--- config.mk ---
export PLATFORM = sky130hd
export DESIGN_NAME = fetch_unit
export DESIGN_NICKNAME = d
export VERILOG_FILES = /design/src/rtl/fetch_unit.sv
export SDC_FILE = /design/constraint.sdc
export NUM_CORES = 1
export LEC_CHECK = 0
export ABC_AREA = 1
export BUFFER_PORTS_ARGS = -buffer_cell sky130_fd_sc_hd__buf_4
export CAP_MARGIN = 25
export CORE_MARGIN = 2
export CORE_UTILIZATION = 45
export CTS_BUF_LIST = sky130_fd_sc_hd__clkbuf_4
export DETAILED_ROUTE_END_ITERATION = 10
export PLACE_DENSITY = 0.74
export SKIP_LAST_GASP = 1
export SYNTH_ARGS = -nofsm -noshare
export SYNTH_HDL_FRONTEND = slang
export SYNTH_SLANG_ARGS = --single-unit
--- constraint.sdc ---
create_clock -name Clk -period 5.2 [get_ports Clk]
set_input_delay 0.78 -clock Clk [delete_from_list [all_inputs] [get_ports Clk]]
set_output_delay 0.78 -clock Clk [all_outputs]
set_load 0.05 [all_outputs]
--- src/rtl/fetch_unit.sv ---
// Instruction fetch unit: single-outstanding memory requests feeding a
// DEPTH-entry FIFO of {address, instruction} pairs toward decode.
package fetch_unit_pkg;
   typedef enum logic [1:0] {
      PC_HOLD = 2'd0,
      PC_STEP = 2'd1,
      PC_JUMP = 2'd2
   } pc_ctl_t;
endpackage

module fetch_unit
   import fetch_unit_pkg::*;
#(
   parameter int unsigned DEPTH = 2
) (
   input  logic        Clk,
   input  logic        Reset,
   input  logic [31:0] pc_addr,
   input  logic        pc_misaligned,
   output pc_ctl_t     pc_ctl,
   input  logic        jump_req,
   output logic        mem_req_valid,
   input  logic        mem_req_ready,
   output logic [31:0] mem_req_addr,
   input  logic        mem_rsp_valid,
   input  logic [31:0] mem_rsp_data,
   output logic        inst_valid,
   input  logic        inst_ready,
   output logic [31:0] inst_data,
   output logic [31:0] inst_addr,
   output logic        fault
);

   localparam int unsigned PW = (DEPTH > 1) ? $clog2(DEPTH) : 1;
   localparam int unsigned CW = $clog2(DEPTH) + 1;

   typedef enum logic [1:0] {S_REQ, S_WAIT, S_DRAIN, S_FAULT} state_t;

   state_t          state_q, state_d;
   logic [CW-1:0]   count_q, count_d;
   logic [PW-1:0]   wr_ptr_q, wr_ptr_d;
   logic [PW-1:0]   rd_ptr_q, rd_ptr_d;
   logic [31:0]     req_addr_q, req_addr_d;
   logic [31:0]     buf_data_q [DEPTH];
   logic [31:0]     buf_addr_q [DEPTH];

   logic can_req, handshake, push, pop, flush;

   assign can_req   = !Reset && (state_q == S_REQ) && (count_q < CW'(DEPTH))
                      && !pc_misaligned && !jump_req;
   assign handshake = can_req && mem_req_ready;
   assign flush     = !Reset && jump_req && (state_q != S_FAULT);
   assign push      = !Reset && (state_q == S_WAIT) && mem_rsp_valid && !jump_req;
   assign pop       = inst_valid && inst_ready;

   always_ff @(posedge Clk) begin
      if (Reset) begin
         state_q    <= S_REQ;
         count_q    <= '0;
         wr_ptr_q   <= '0;
         rd_ptr_q   <= '0;
         req_addr_q <= '0;
      end else begin
         state_q    <= state_d;
         count_q    <= count_d;
         wr_ptr_q   <= wr_ptr_d;
         rd_ptr_q   <= rd_ptr_d;
         req_addr_q <= req_addr_d;
      end
   end

   always_ff @(posedge Clk) begin
      if (push) begin
         buf_data_q[wr_ptr_q] <= mem_rsp_data;
         buf_addr_q[wr_ptr_q] <= req_addr_q;
      end
   end

   always_comb begin
      state_d = state_q;
      unique case (state_q)
         S_REQ: begin
            if (jump_req)           state_d = S_REQ;
            else if (pc_misaligned) state_d = S_FAULT;
            else if (handshake)     state_d = S_WAIT;
         end
         S_WAIT: begin
            if (mem_rsp_valid) state_d = S_REQ;
            else if (jump_req) state_d = S_DRAIN;
         end
         // A response landing together with a jump still retires the request.
         S_DRAIN: begin
            if (mem_rsp_valid) state_d = S_REQ;
         end
         default: state_d = S_FAULT;
      endcase
   end

   always_comb begin
      mem_req_valid = can_req;
      mem_req_addr  = pc_addr;
      pc_ctl        = PC_HOLD;
      if (flush)          pc_ctl = PC_JUMP;
      else if (handshake) pc_ctl = PC_STEP;
      fault      = !Reset && (state_q == S_FAULT);
      inst_valid = !Reset && (count_q != '0);
      inst_data  = buf_data_q[rd_ptr_q];
      inst_addr  = buf_addr_q[rd_ptr_q];
   end

   always_comb begin
      count_d    = count_q;
      wr_ptr_d   = wr_ptr_q;
      rd_ptr_d   = rd_ptr_q;
      req_addr_d = handshake ? pc_addr : req_addr_q;
      if (flush) begin
         count_d  = '0;
         wr_ptr_d = '0;
         rd_ptr_d = '0;
      end else begin
         if (push) wr_ptr_d = wr_ptr_q + 1'b1;
         if (pop)  rd_ptr_d = rd_ptr_q + 1'b1;
         unique case ({push, pop})
            2'b10:   count_d = count_q + 1'b1;
            2'b01:   count_d = count_q - 1'b1;
            default: count_d = count_q;
         endcase
      end
   end

endmodule
==> flow_metrics.py <==
metrics = {
    "status": {
        "outcome": "finished clean",
    },
    "route": {
        "vias": 3691,
        "first_iter_violations": 240,
        "wire_per_inst_microns": 15.5,
        "wl_mm": 12.0,
        "drtAntennaViolNets": 0,
        "drt_pre_antenna_iters": 4,
        "avgViaCountPerCell": 4.78,
        "drcViolationCount": 0,
    },
    "die": {
        "die_h_microns": 123,
        "io_pins": 172,
        "rows": 43,
        "floorplan.initialDensity_pct": 46.1,
        "coreArea_sq_um": 13900,
        "die_w_microns": 123,
        "fp.dieArea_sq_um": 15200,
    },
    "cts": {
        "clock-sinks": 167,
        "cts_tree": "built",
        "cts.path.max_buffers": 2,
        "clkLatencyLatePin_ps": 520,
        "cts.htree.levels": 4,
        "cts_root_buf": "clkbuf_4",
        "cts_hold_buffers": 0,
        "cts.clk_slew.worst_paths_ps": 130,
        "cts_buffers": 17,
        "postCtsSetupBuffers": 0,
        "cts_resized": 0,
    },
    "layout": {
        "fillers": 1126,
        "multi_input_area_sq_um": 1370,
        "area_delta_synth_final_pct": 22.9,
        "seq_area_sq_um": 4630,
        "instances_no_fill": 772,
        "finalInstanceArea_sq_um": 7860,
        "drive_gt1_share_pct": 46.8,
        "final_core_util_pct": 56.7,
        "final_nets": 651,
        "n_antenna_cell": 0,
    },
    "worst_setup_path": {
        "cp_slowest_stage_delay_ps": 280,
        "slowest_stage": "inv_6",
        "path_cells": "buf_4 > inv_4 > nand2_2 > nor2_4 > nand2_4 > inv_6 > buf_4",
        "worstReg2RegEnd": "buf_addr_q[1][5]",
        "cp-startpoint": "Reset",
        "regToRegSetupSlack_ps": 2860,
        "start_kind": "primary input",
        "endpoint_kind": "output port",
        "crit_top_cell": "buf_4",
        "r2r_cells": 3,
        "timing.rr.start": "state_q[0]",
        "setup.worst_path.class": "in -> out",
        "path_max_fanout": 34,
        "arrival_ps": 2160,
        "crit_path_end": "pc_ctl[0]",
        "required_ps": 4420,
    },
    "sta": {
        "whs_ps": 439,
        "fmaxAchievable_mhz": 340,
        "setup_tns_ps": 0,
        "max-slew-margin-rel_pct": 41.9,
        "finalWorstSetupSlack_ps": 2260,
        "hold_viol": 0,
        "finalCritPeriodShare_pct": 56.6,
        "rsz0062_at_grt": "no",
        "clock_skew_ps": 17.9,
        "slew_viol_final": 0,
        "final-setup-viol-count": 0,
        "fin_crit_ps": 2940,
        "worstMarginPinSlew_ps": 872,
    },
    "place": {
        "gp_congestion": 0.716,
        "placed_cell_area_sq_um": 7590,
        "dp_hpwl_mm": 8.19,
        "dp_slack_ps": 2260,
        "dpl.cell_count": 740,
        "place.port_buffers": 171,
    },
    "synth": {
        "yosys_register_bits": 167,
        "synth_area_per_cell_sq_um": 14.6,
        "synthesis.area_sq_um": 6400,
        "ys_seq_area_share_pct": 72.3,
        "synthCells": 437,
        "syn_nets": 509,
        "yosys.cell_types.count": 26,
        "synth_warnings": 0,
    },
    "pwr": {
        "power_leakage_nw": 2.85,
        "power_mw": 2.44,
        "irDropWorstVdd_mv": 0.119,
        "p_per_area_nw_per_um2": 310,
    },
    "global_route": {
        "grt_pass1_vias": 3626,
        "grt-ovfl-total": 0,
        "grt_use_total_pct": 15.8,
        "grt_max_degree": 65,
        "antenna_found_initial": 0,
        "grt_pass1_wl_mm": 17.7,
    },
    "run": {
        "drv_cap": 0,
    },
    "worst_hold_path": {
        "min_path_type": "in -> reg",
    },
}
-- Yosys cell counts (all sizes together) --
cell type / count / area share [%]
nand3: 4 / 0.31
a21oi: 10 / 0.78
nor2: 76 / 4.6
inv: 15 / 1.0
mux2: 64 / 11
o21bai: 1 / 0.12
edfxtp: 128 / 60
ha: 1 / 0.20
nor4: 1 / 0.098
nor3: 1 / 0.078
buf: 45 / 5.2
o21ai: 37 / 2.9
dfxtp: 39 / 12
nand2: 9 / 0.72
clkbuf: 5 / 0.35
nand4: 1 / 0.098
-- critical path: cells and delay by family --
family,cells,cell delay [ps]
and+or+nand+nor,3,460
buffers and inverters,4,910
-- cell type report --
class	instances	share of cell area, %
clock buffer	20	1.91
clock inverter	12	1.62
inverter	15	0.811
multi-input combinational	205	17.4
sequential	167	58.9
tap	180	2.86
timing repair buffer	173	16.5
-- power breakdown --
part	total, mW	leakage, nW	switching, mW	internal (mW)
Sequential	1.47	1.41	0.0149	1.46
Combinational	0.251	1.30	0.160	0.0911
Clock	0.714	0.145	0.413	0.300
-- layer usage --
| layer | GRT usage [%] | part of all wire (%) | vias up |
|---|---|---|---|
| li1 | - | - | 1809 |
| met5 | 0 | 0 | - |
| met2 | 28.4 | 52 | 137 |
| met1 | 17.9 | 40 | 1729 |
| met3 | 4.70 | 6.9 | 16 |
| met4 | 4.90 | 1.3 | 0 |
-- logic make-up (layout without fill, tap and decap cells) --
kind of cell | count (synthesis) | after routing | synth area share (%)
AO/OA/AOI/OAI | 48 | 48 | 3.79
adder cells (fa/ha/maj) | 1 | 1 | 0.196
buffers and inverters | 65 | 220 | 6.53
flip-flops | 167 | 167 | 72.3
multiplexers | 64 | 64 | 11.3
AND/OR/NAND/NOR | 92 | 92 | 5.93
-- state kept, by name, summed over array words and instances (netlist names), named ones only --
signal / cells
buf_addr_q: 64
state_q: 2
rd_ptr_q: 1
wr_ptr_q: 1
count_q: 2
buf_data_q: 64
req_addr_q: 32
-- worst min path at each step --
| stage | start | to | cells after the start |
|---|---|---|---|
| floorplan | req_addr_q[0] | buf_addr_q[0][0] | 0 |
| global placement | req_addr_q[11] | buf_addr_q[0][11] | 0 |
| detailed placement | req_addr_q[9] | buf_addr_q[0][9] | 0 |
| CTS | mem_rsp_data[16] | buf_data_q[0][16] | 1 |
| global route | mem_rsp_data[24] | buf_data_q[1][24] | 1 |
| finish | mem_rsp_data[16] | buf_data_q[0][16] | 1 |
-- cell usage in the layout (no fill, tap or decap), drive strengths merged --
master,Yosys,layout
nand2,9,9
nor2,76,76
nand4,1,1
clkinvlp,0,3
nand3,4,4
nor3,1,1
dfxtp,39,39
mux2,64,64
clkinv,0,5
buf,45,173
nor4,1,1
clkbuf,5,20
o21bai,1,1
a21oi,10,10
bufinv,0,2
ha,1,1
inv,15,17
edfxtp,128,128
o21ai,37,37
No activity file was read; power rests on OpenSTA's default activity.
